$ cat src/rtl/router_if.sv
// Source-port and FIFO-side signal bundle of the 1x3 router ingress controller.
// master = source/FIFO environment, slave = router_ctrl.
interface router_if #(parameter int WIDTH = 8);
  logic             pkt_valid;
  logic [WIDTH-1:0] data_in;
  logic [2:0]       fifo_full;
  logic [2:0]       fifo_empty;
  logic [2:0]       read_enb;
  logic [2:0]       write_enb;
  logic [WIDTH-1:0] fifo_din;
  logic             lfd_state;
  logic             busy;
  logic             err;
  logic [2:0]       soft_reset;

  modport master (
    output pkt_valid, data_in, fifo_full, fifo_empty, read_enb,
    input  write_enb, fifo_din, lfd_state, busy, err, soft_reset
  );

  modport slave (
    input  pkt_valid, data_in, fifo_full, fifo_empty, read_enb,
    output write_enb, fifo_din, lfd_state, busy, err, soft_reset
  );
endinterface

$ cat src/rtl/router_ctrl.sv
// 1x3 router ingress controller: header decode, byte steering into three FIFOs,
// length/parity checking and per-output stale-data timers that pulse soft_reset.
module router_ctrl #(
  parameter int TIMEOUT = 30,
  parameter int WIDTH   = 8
) (
  input  logic     clock,
  input  logic     reset,
  router_if.slave  bus
);

  localparam int LW = WIDTH - 2;

  localparam logic [2:0] DECODE = 3'd0;
  localparam logic [2:0] WAIT   = 3'd1;
  localparam logic [2:0] LFD    = 3'd2;
  localparam logic [2:0] LOAD   = 3'd3;
  localparam logic [2:0] CHECK  = 3'd4;
  localparam logic [2:0] DROP   = 3'd5;

  logic [2:0]       state, state_nxt;
  logic [1:0]       addr;
  logic [LW-1:0]    hdr_len, byte_cnt;
  logic [WIDTH-1:0] hold_reg, parity, rx_par;
  logic             err_q;
  logic [2:0]       sr_q;
  logic [2:0][4:0]  timer;

  logic [2:0]       wen;
  logic [WIDTH-1:0] din;
  logic             busy_c, lfd_c;

  logic [1:0]    in_addr;
  logic [LW-1:0] in_len;
  logic          hdr_ok, abort, full_cur;

  assign in_addr  = bus.data_in[1:0];
  assign in_len   = bus.data_in[WIDTH-1:2];
  assign hdr_ok   = (in_addr != 2'd3) && (in_len != '0);
  assign full_cur = bus.fifo_full[addr];
  // A timeout on our own target FIFO means it was flushed under us: abandon the packet.
  assign abort    = ((state == WAIT) || (state == LOAD)) && sr_q[addr];

  always_comb begin
    state_nxt = state;
    wen       = '0;
    din       = bus.data_in;
    busy_c    = 1'b0;
    lfd_c     = 1'b0;
    case (state)
      DECODE: begin
        if (bus.pkt_valid) begin
          if (hdr_ok) state_nxt = bus.fifo_empty[in_addr] ? LFD : WAIT;
          else        state_nxt = DROP;
        end
      end
      WAIT: begin
        busy_c = 1'b1;
        if (abort)                      state_nxt = bus.pkt_valid ? DROP : DECODE;
        else if (bus.fifo_empty[addr])  state_nxt = LFD;
      end
      LFD: begin
        busy_c    = 1'b1;
        lfd_c     = 1'b1;
        wen[addr] = 1'b1;
        din       = hold_reg;
        state_nxt = LOAD;
      end
      LOAD: begin
        busy_c = full_cur;
        if (abort) begin
          state_nxt = bus.pkt_valid ? DROP : DECODE;
        end else if (!full_cur) begin
          wen[addr] = 1'b1;
          if (!bus.pkt_valid) state_nxt = CHECK;
        end
      end
      CHECK: begin
        busy_c    = 1'b1;
        state_nxt = DECODE;
      end
      DROP: begin
        if (!bus.pkt_valid) state_nxt = DECODE;
      end
      default: state_nxt = DECODE;
    endcase
  end

  always_ff @(posedge clock) begin
    if (reset) begin
      state    <= DECODE;
      addr     <= '0;
      hdr_len  <= '0;
      byte_cnt <= '0;
      hold_reg <= '0;
      parity   <= '0;
      rx_par   <= '0;
      err_q    <= 1'b0;
    end else begin
      state <= state_nxt;
      case (state)
        DECODE: begin
          if (bus.pkt_valid) begin
            if (hdr_ok) begin
              addr     <= in_addr;
              hdr_len  <= in_len;
              hold_reg <= bus.data_in;
              err_q    <= 1'b0;
            end else begin
              err_q <= 1'b1;
            end
          end
        end
        WAIT: if (abort) err_q <= 1'b1;
        LFD: begin
          parity   <= hold_reg;
          byte_cnt <= '0;
        end
        LOAD: begin
          if (abort) begin
            err_q <= 1'b1;
          end else if (!full_cur) begin
            if (bus.pkt_valid) begin
              parity <= parity ^ bus.data_in;
              if (byte_cnt != '1) byte_cnt <= byte_cnt + 1'b1;
            end else begin
              rx_par <= bus.data_in;
            end
          end
        end
        CHECK: err_q <= (rx_par != parity) || (byte_cnt != hdr_len);
        default: ;
      endcase
    end
  end

  // Stale-data timers, independent of the packet FSM.
  always_ff @(posedge clock) begin
    if (reset) begin
      timer <= '0;
      sr_q  <= '0;
    end else begin
      for (int i = 0; i < 3; i++) begin
        if (bus.fifo_empty[i] || bus.read_enb[i]) begin
          timer[i] <= '0;
          sr_q[i]  <= 1'b0;
        end else if (timer[i] == 5'(TIMEOUT - 1)) begin
          timer[i] <= '0;
          sr_q[i]  <= 1'b1;
        end else begin
          timer[i] <= timer[i] + 5'd1;
          sr_q[i]  <= 1'b0;
        end
      end
    end
  end

  assign bus.write_enb  = wen;
  assign bus.fifo_din   = din;
  assign bus.busy       = busy_c;
  assign bus.lfd_state  = lfd_c;
  assign bus.err        = err_q;
  assign bus.soft_reset = sr_q;

endmodule

$ cat src/flat_wrapper.sv
// flat-port wrapper written by rule: the top's interface ports become plain ports
module router_ctrl_flat 
#(
  parameter int TIMEOUT = 30,
  parameter int WIDTH   = 8
)
  (clock, reset, bus_pkt_valid, bus_data_in, bus_fifo_full, bus_fifo_empty, bus_read_enb, bus_write_enb, bus_fifo_din, bus_lfd_state, bus_busy, bus_err, bus_soft_reset);
  router_if #(.WIDTH(WIDTH)) bus_i ();
  input  logic clock;
  input  logic reset;
  input wire logic [$bits(bus_i.pkt_valid)-1:0] bus_pkt_valid;
  input wire logic [$bits(bus_i.data_in)-1:0] bus_data_in;
  input wire logic [$bits(bus_i.fifo_full)-1:0] bus_fifo_full;
  input wire logic [$bits(bus_i.fifo_empty)-1:0] bus_fifo_empty;
  input wire logic [$bits(bus_i.read_enb)-1:0] bus_read_enb;
  output wire logic [$bits(bus_i.write_enb)-1:0] bus_write_enb;
  output wire logic [$bits(bus_i.fifo_din)-1:0] bus_fifo_din;
  output wire logic [$bits(bus_i.lfd_state)-1:0] bus_lfd_state;
  output wire logic [$bits(bus_i.busy)-1:0] bus_busy;
  output wire logic [$bits(bus_i.err)-1:0] bus_err;
  output wire logic [$bits(bus_i.soft_reset)-1:0] bus_soft_reset;
  assign bus_i.pkt_valid = bus_pkt_valid;
  assign bus_i.data_in = bus_data_in;
  assign bus_i.fifo_full = bus_fifo_full;
  assign bus_i.fifo_empty = bus_fifo_empty;
  assign bus_i.read_enb = bus_read_enb;
  assign bus_write_enb = bus_i.write_enb;
  assign bus_fifo_din = bus_i.fifo_din;
  assign bus_lfd_state = bus_i.lfd_state;
  assign bus_busy = bus_i.busy;
  assign bus_err = bus_i.err;
  assign bus_soft_reset = bus_i.soft_reset;
  router_ctrl #(.TIMEOUT(TIMEOUT), .WIDTH(WIDTH)) u_core (.clock(clock), .reset(reset), .bus(bus_i));
endmodule
$ cat config.mk
export PLATFORM = sky130hd
export DESIGN_NAME = router_ctrl_flat
export DESIGN_NICKNAME = d
export VERILOG_FILES = /design/src/rtl/router_if.sv /design/src/rtl/router_ctrl.sv /design/src/flat_wrapper.sv
export SDC_FILE = /design/constraint.sdc
export NUM_CORES = 1
export LEC_CHECK = 0
export ABC_AREA = 1
export CAP_MARGIN = 40
export CORE_ASPECT_RATIO = 0.9
export CORE_MARGIN = 1
export CORE_UTILIZATION = 60
export DETAILED_ROUTE_END_ITERATION = 6
export DONT_BUFFER_PORTS = 1
export PLACE_DENSITY = 0.76
export SLEW_MARGIN = 20
export SYNTH_ARGS = -nofsm -noshare
export SYNTH_HDL_FRONTEND = slang
export SYNTH_SLANG_ARGS = --single-unit
export TNS_END_PERCENT = 50
$ cat constraint.sdc
create_clock -name clock -period 2.1 [get_ports clock]
set_input_delay 0.315 -clock clock [delete_from_list [all_inputs] [get_ports clock]]
set_output_delay 0.315 -clock clock [all_outputs]
set_load 0.02 [all_outputs]
# --- After elaboration in Yosys (flattened, before gate mapping) ---
# Index checks and enable logic that the tools add are counted.
word_totals:
  register_bits: 60
  word_cells: 116
  in_bits: 20
op_classes:
  add_sub_neg: 4
  reduce_logical: 26
  muxes: 43
  bitwise: 4
  magnitude_cmp: 3
  eq_ne: 22
op_table:
  columns: ["cell", "count"]
  rows:
  - ["2-to-1 mux 3 bit", 11]
  - ["2-to-1 mux 8 bit", 4]
  - ["2-to-1 mux 6 bit", 4]
  - ["one-hot mux 8 bit (2 select lines)", 1]
  - ["adder 5 x 1 -> 5 bit (second input constant)", 3]
  - ["equality test 5 bit (second input constant)", 3]
  - ["one-hot mux 3 bit (5 select lines)", 1]
  - ["inequality test 2 bit (second input constant)", 7]
  - ["2-to-1 mux 1 bit", 12]
  - ["one-hot mux 6 bit (2 select lines)", 1]
  - ["OR reduction 3 bit", 4]
  - ["AND reduction 5 bit", 2]
  - ["inequality test 3 x 2 -> 1 bit (second input constant)", 3]
  - ["binary-select mux 1 bit (select 2 bit)", 4]
  - ["inequality test 8 bit", 1]
  - ["AND reduction 4 bit", 2]
  - ["OR reduction 2 bit", 4]
  - ["bitwise XOR 8 bit", 1]
  - ["adder 6 x 1 -> 6 bit (second input constant)", 1]
  - ["equality test 3 x 2 -> 1 bit (second input constant)", 2]
  - ["equality test 3 bit (second input constant)", 2]
  - ["< comparator 2 x 3 -> 1 bit (second input constant)", 2]
  - ["inequality test 6 bit", 1]
  - ["inequality test 6 bit (second input constant)", 1]
  - ["16 further kinds", 25]

# --- Depth between registers and ports, before layout ---
logic_depth:
  ltp_word: 7
  mapped_depth: 10
  ltp_nobuf: 10

# --- Least setup slack after synthesis ---
# No wires, ideal clock.
synth_path:
  kind: "register -> output"
  startpoint: "register u_core.state[1]"
  endpoint: "output port bus_write_enb[0]"
  arrival_ps: 1518
  path_slack_ps: 267
  path_buffers: 1
  stages_incl_launch_ff: 8
  cell_sequence: "dfxtp_1 -> inv_1 -> nor2_1 -> nand2_1 -> buf_2 -> inv_2 -> a31oi_1 -> nor3_1"
synth_between:
  elab_chain_len: 5
  elab_cells_between_ends: 7
  classes_between: "eq/ne (3); mux (2); reduce/logical (2)"
synth_lines:
  columns: ["element", "line", "text"]
  rows:
  - ["start: declaration", "router_ctrl.sv:21", "logic [2:0] state, state_nxt;"]
  - ["start signal: assignment", "router_ctrl.sv:100", "state <= state_nxt;"]
  - ["equality test 3 x 1 -> 1 bit / equality test 3 x 2 -> 1 bit (equally long branches)", "router_ctrl.sv:42, router_ctrl.sv:50", null]
  - ["logical OR 1 bit", "router_ctrl.sv:42", "assign abort = ((state == WAIT) || (state == LOAD)) && sr_q[addr];"]
  - ["logical AND 1 bit", "router_ctrl.sv:42", null]
  - ["2-to-1 mux 3 bit", "router_ctrl.sv:71", "if (abort) begin"]
  - ["one-hot mux 3 bit (2 select lines) *", "router_ctrl.sv:50", "case (state)"]
  - ["end: declaration", "flat_wrapper.sv:16", "output wire logic [$bits(bus_i.write_enb)-1:0] bus_write_enb;"]
# Mark *: on every way between the ends. The rest lies on a longest branch, timed or not.

# --- Worst setup path in the final report ---
layout_path:
  startpoint: "register u_core.state[1]"
  endpoint: "output port bus_write_enb[1]"
# The elaborated chain is that of the path after synthesis.

==> results.py <==
metrics = {
    "placed_design": {
        "placed_area_sq_mm": 0.002957,
        "io_buffers": 0,
        "routabilityCongestion": 0.8993,
        "hpwlAfterDp_microns": 4619,
    },
    "die": {
        "start_util": 0.6282,
        "core_area_sq_mm": 0.004489,
        "die_h_microns": 67.04,
        "dieArea_sq_mm": 0.004979,
        "ios": 37,
        "die_w_microns": 74.27,
        "rows": 23,
    },
    "timing": {
        "setup_viol": 0,
        "post-route-period-util": 0.9672,
        "fin_worst_skew_ps": 5.087,
        "maxSlewHeadroom": 0.6100,
        "whs_ps": 53.47,
        "hold_viol": 0,
        "tightest_slew_ps": 583.3,
        "max_freq_mhz": 492.4,
        "period_needed_ps": 2031,
        "slew_violations": 0,
    },
    "global_route": {
        "grt_overflow": 0,
        "antenna_found_initial": 0,
        "grt_util_all_layers": 0.2691,
        "grt_max_degree": 27,
        "grt_pass1_vias": 2425,
        "grt_first_pass_wirelength_microns": 10250,
    },
    "worst_setup_path": {
        "arrival_ps": 1720,
        "crit_path_max_fanout": 4,
        "r2r_end": "u_core.hold_reg[0]$_SDFFE_PP0P_",
        "ff2ff_setup_slack_ps": 200,
        "start_kind": "flop",
        "critPathKind": "reg -> out",
        "cp.required_ps": 1780,
        "endpoint_kind": "primary output",
        "r2r_start": "u_core.state[1]$_SDFFE_PP0P_",
        "rr_worst_depth": 6,
    },
    "layout": {
        "final_nets": 446,
        "regMostFlops": "u_core.timer",
        "finish.instance_area_sq_mm": 0.003084,
        "drive_gt1_frac": 0.1381,
        "largest_reg_flops": 15,
        "antennaDiodeCount": 0,
        "syn2layout_area_growth_pct": 9.361,
        "final_util": 0.6870,
        "reg_top3": "u_core.timer x15, u_core.parity x8, u_core.rx_par x8",
    },
    "drt": {
        "ant_nets": 0,
        "wl_per_cell_microns": 13.09,
        "drtIter0Drc": 220,
        "vias": 2675,
        "drc": 0,
        "routed_via_density": 5.550,
        "wl_microns": 6309,
        "drt-pass1-iter-count": 4,
    },
    "synthesis": {
        "synth_flop_cell": "dfxtp_1",
        "synth_top_area_frac": 0.3691,
        "synthCells": 408,
        "yosysSeqAreaShare": 0.3691,
        "syn-num-nets": 435,
        "avgSynthCellArea_sq_um": 6.912,
        "synth_edf_count": 0,
        "yosysWarnings": 0,
        "ys_ff_latch": 52,
        "synth_area_leaders": "dfxtp_1 (37%), nand2_1 (8.9%), o21ai_0 (8.2%)",
        "yosys-top-cells-count": "nand2_1 (67), nor2_1 (54), dfxtp_1 (52), o21ai_0 (46), inv_1 (39)",
        "synth.most_common_cell": "nand2_1",
        "netlist_area_sq_mm": 0.002820,
        "ys_async_sr_fraction": 0,
        "yosysTopAreaCell": "dfxtp_1",
        "synth_cell_types": 31,
    },
    "worst_hold_path": {
        "holdPathStages": 1,
        "hold_class": "in -> reg",
        "holdPathEnd": "u_core.state[0]$_SDFFE_PP0P_",
        "min_from": "reset",
    },
    "cts": {
        "cts_buffer_depth": 2,
        "htreeDepth": 2,
        "clkSinkCount": 52,
        "clk_pin_slew_ps": 90,
        "clkLatencyLatePin_ps": 310,
        "cts_made_buffers": 5,
        "cts_root_buffer": "clkbuf_8",
        "cts_tree": "built",
    },
    "outcome": {
        "status": "finished, final reports clean",
    },
    "power": {
        "power_mw": 3.343,
        "p_per_area_mw_per_mm2": 1084,
        "static-leakage-power_nw": 1.249,
        "ir_worst_vdd_v": 0.0006860,
    },
    "run": {
        "drv_cap": 0,
    },
}
power by group:
group          internal, mW  switching (mW)
clock                 0.233           0.331
sequential             1.15           0.174
combinational         0.528           0.930
total                  1.91            1.44
worst max-delay path by stage:
| stage | from | to | cells past startpoint |
|---|---|---|---|
| detailed placement | u_core.hold_reg[0]$_SDFFE_PP0P_ | bus_write_enb[1] | 7 |
| finish | u_core.state[1]$_SDFFE_PP0P_ | bus_write_enb[1] | 7 |
| CTS | u_core.hold_reg[0]$_SDFFE_PP0P_ | bus_write_enb[1] | 7 |
| global placement | u_core.hold_reg[1]$_SDFFE_PP0P_ | bus_write_enb[0] | 7 |
| floorplan | u_core.state[1]$_SDFFE_PP0P_ | bus_write_enb[0] | 7 |
| global route | u_core.state[0]$_SDFFE_PP0P_ | bus_write_enb[1] | 7 |
area by class of cell:
| type | instances | area [sq um] |
|---|---|---|
| clock buffers | 5 | 68.82 |
| clock inverters | 3 | 18.77 |
| fillers | 403 | 1405 |
| inverters | 43 | 163.9 |
| multi-input cells | 303 | 1600 |
| flip-flops and latches | 52 | 1050 |
| well taps | 62 | 77.57 |
| repair buffers | 14 | 105.1 |
cell families after synthesis:
group           Yosys count  share of synthesized area
xor+xnor                 17                    0.05279
simple gates            195                     0.3212
fa+ha+maj                 7                    0.03105
compound gates           84                     0.1522
buf+inv                  53                    0.07364
flops                    52                     0.3691
critical path, stage by stage (launching register included):
cell     delay [ps]
dfxtp_1         410
inv_1           110
nor2_2          140
nand2_1         110
inv_2           160
a31oi_2          80
nor3_1          230
buf_4           180
per-stage QoR:
stage          worst slack [ps]  instances  TNS (ps)
2_1_floorplan             266.9        408         0
4_1_cts                   24.54        482         0
3_3_place_gp              332.0        474         0
6_report                  68.94        482         0
5_1_grt                  -7.835        482    -7.835
3_5_place_dp              312.1        474         0
layout by cell type (no fill, tap or decap), types with 2 or more instances in the layout:
master / synthesis / layout
ha_1: 7 / 7
buf_4: 1 / 14
clkbuf_8: 0 / 5
dfxtp_1: 52 / 49
clkinv_2: 0 / 2
xnor2_1: 16 / 16
inv_2: 4 / 4
inv_1: 39 / 38
a21oi_1: 33 / 33
nor4_1: 3 / 3
nand3_4: 2 / 2
nor3_1: 6 / 6
nor2_4: 1 / 2
nand3_2: 2 / 4
nand4_1: 8 / 8
o21ai_1: 2 / 2
nor2_1: 54 / 51
nand2_1: 67 / 67
o21ai_0: 46 / 46
nand2_2: 3 / 3
nand3_1: 33 / 31
nor2_2: 2 / 4
dfxtp_4: 0 / 2
or2_2: 11 / 11
routing by layer:
metal | routed length [microns] | vias to the layer above | global-route usage
met5 | 0 | - | 0
met3 | 391 | 11 | 0.05295
met2 | 2992 | 83 | 0.4693
met4 | 102 | 0 | 0.08491
li1 | - | 1363 | -
met1 | 2823 | 1218 | 0.3309
timing repair:
item	CTS	global route
buffers inserted	0	0
gates resized for setup	3	11
endpoints found under the setup margin	2	4
endpoints found under the hold margin	0	0
pin swaps	0	3
hold buffers	0	0
(Power assumes the default switching activity.)
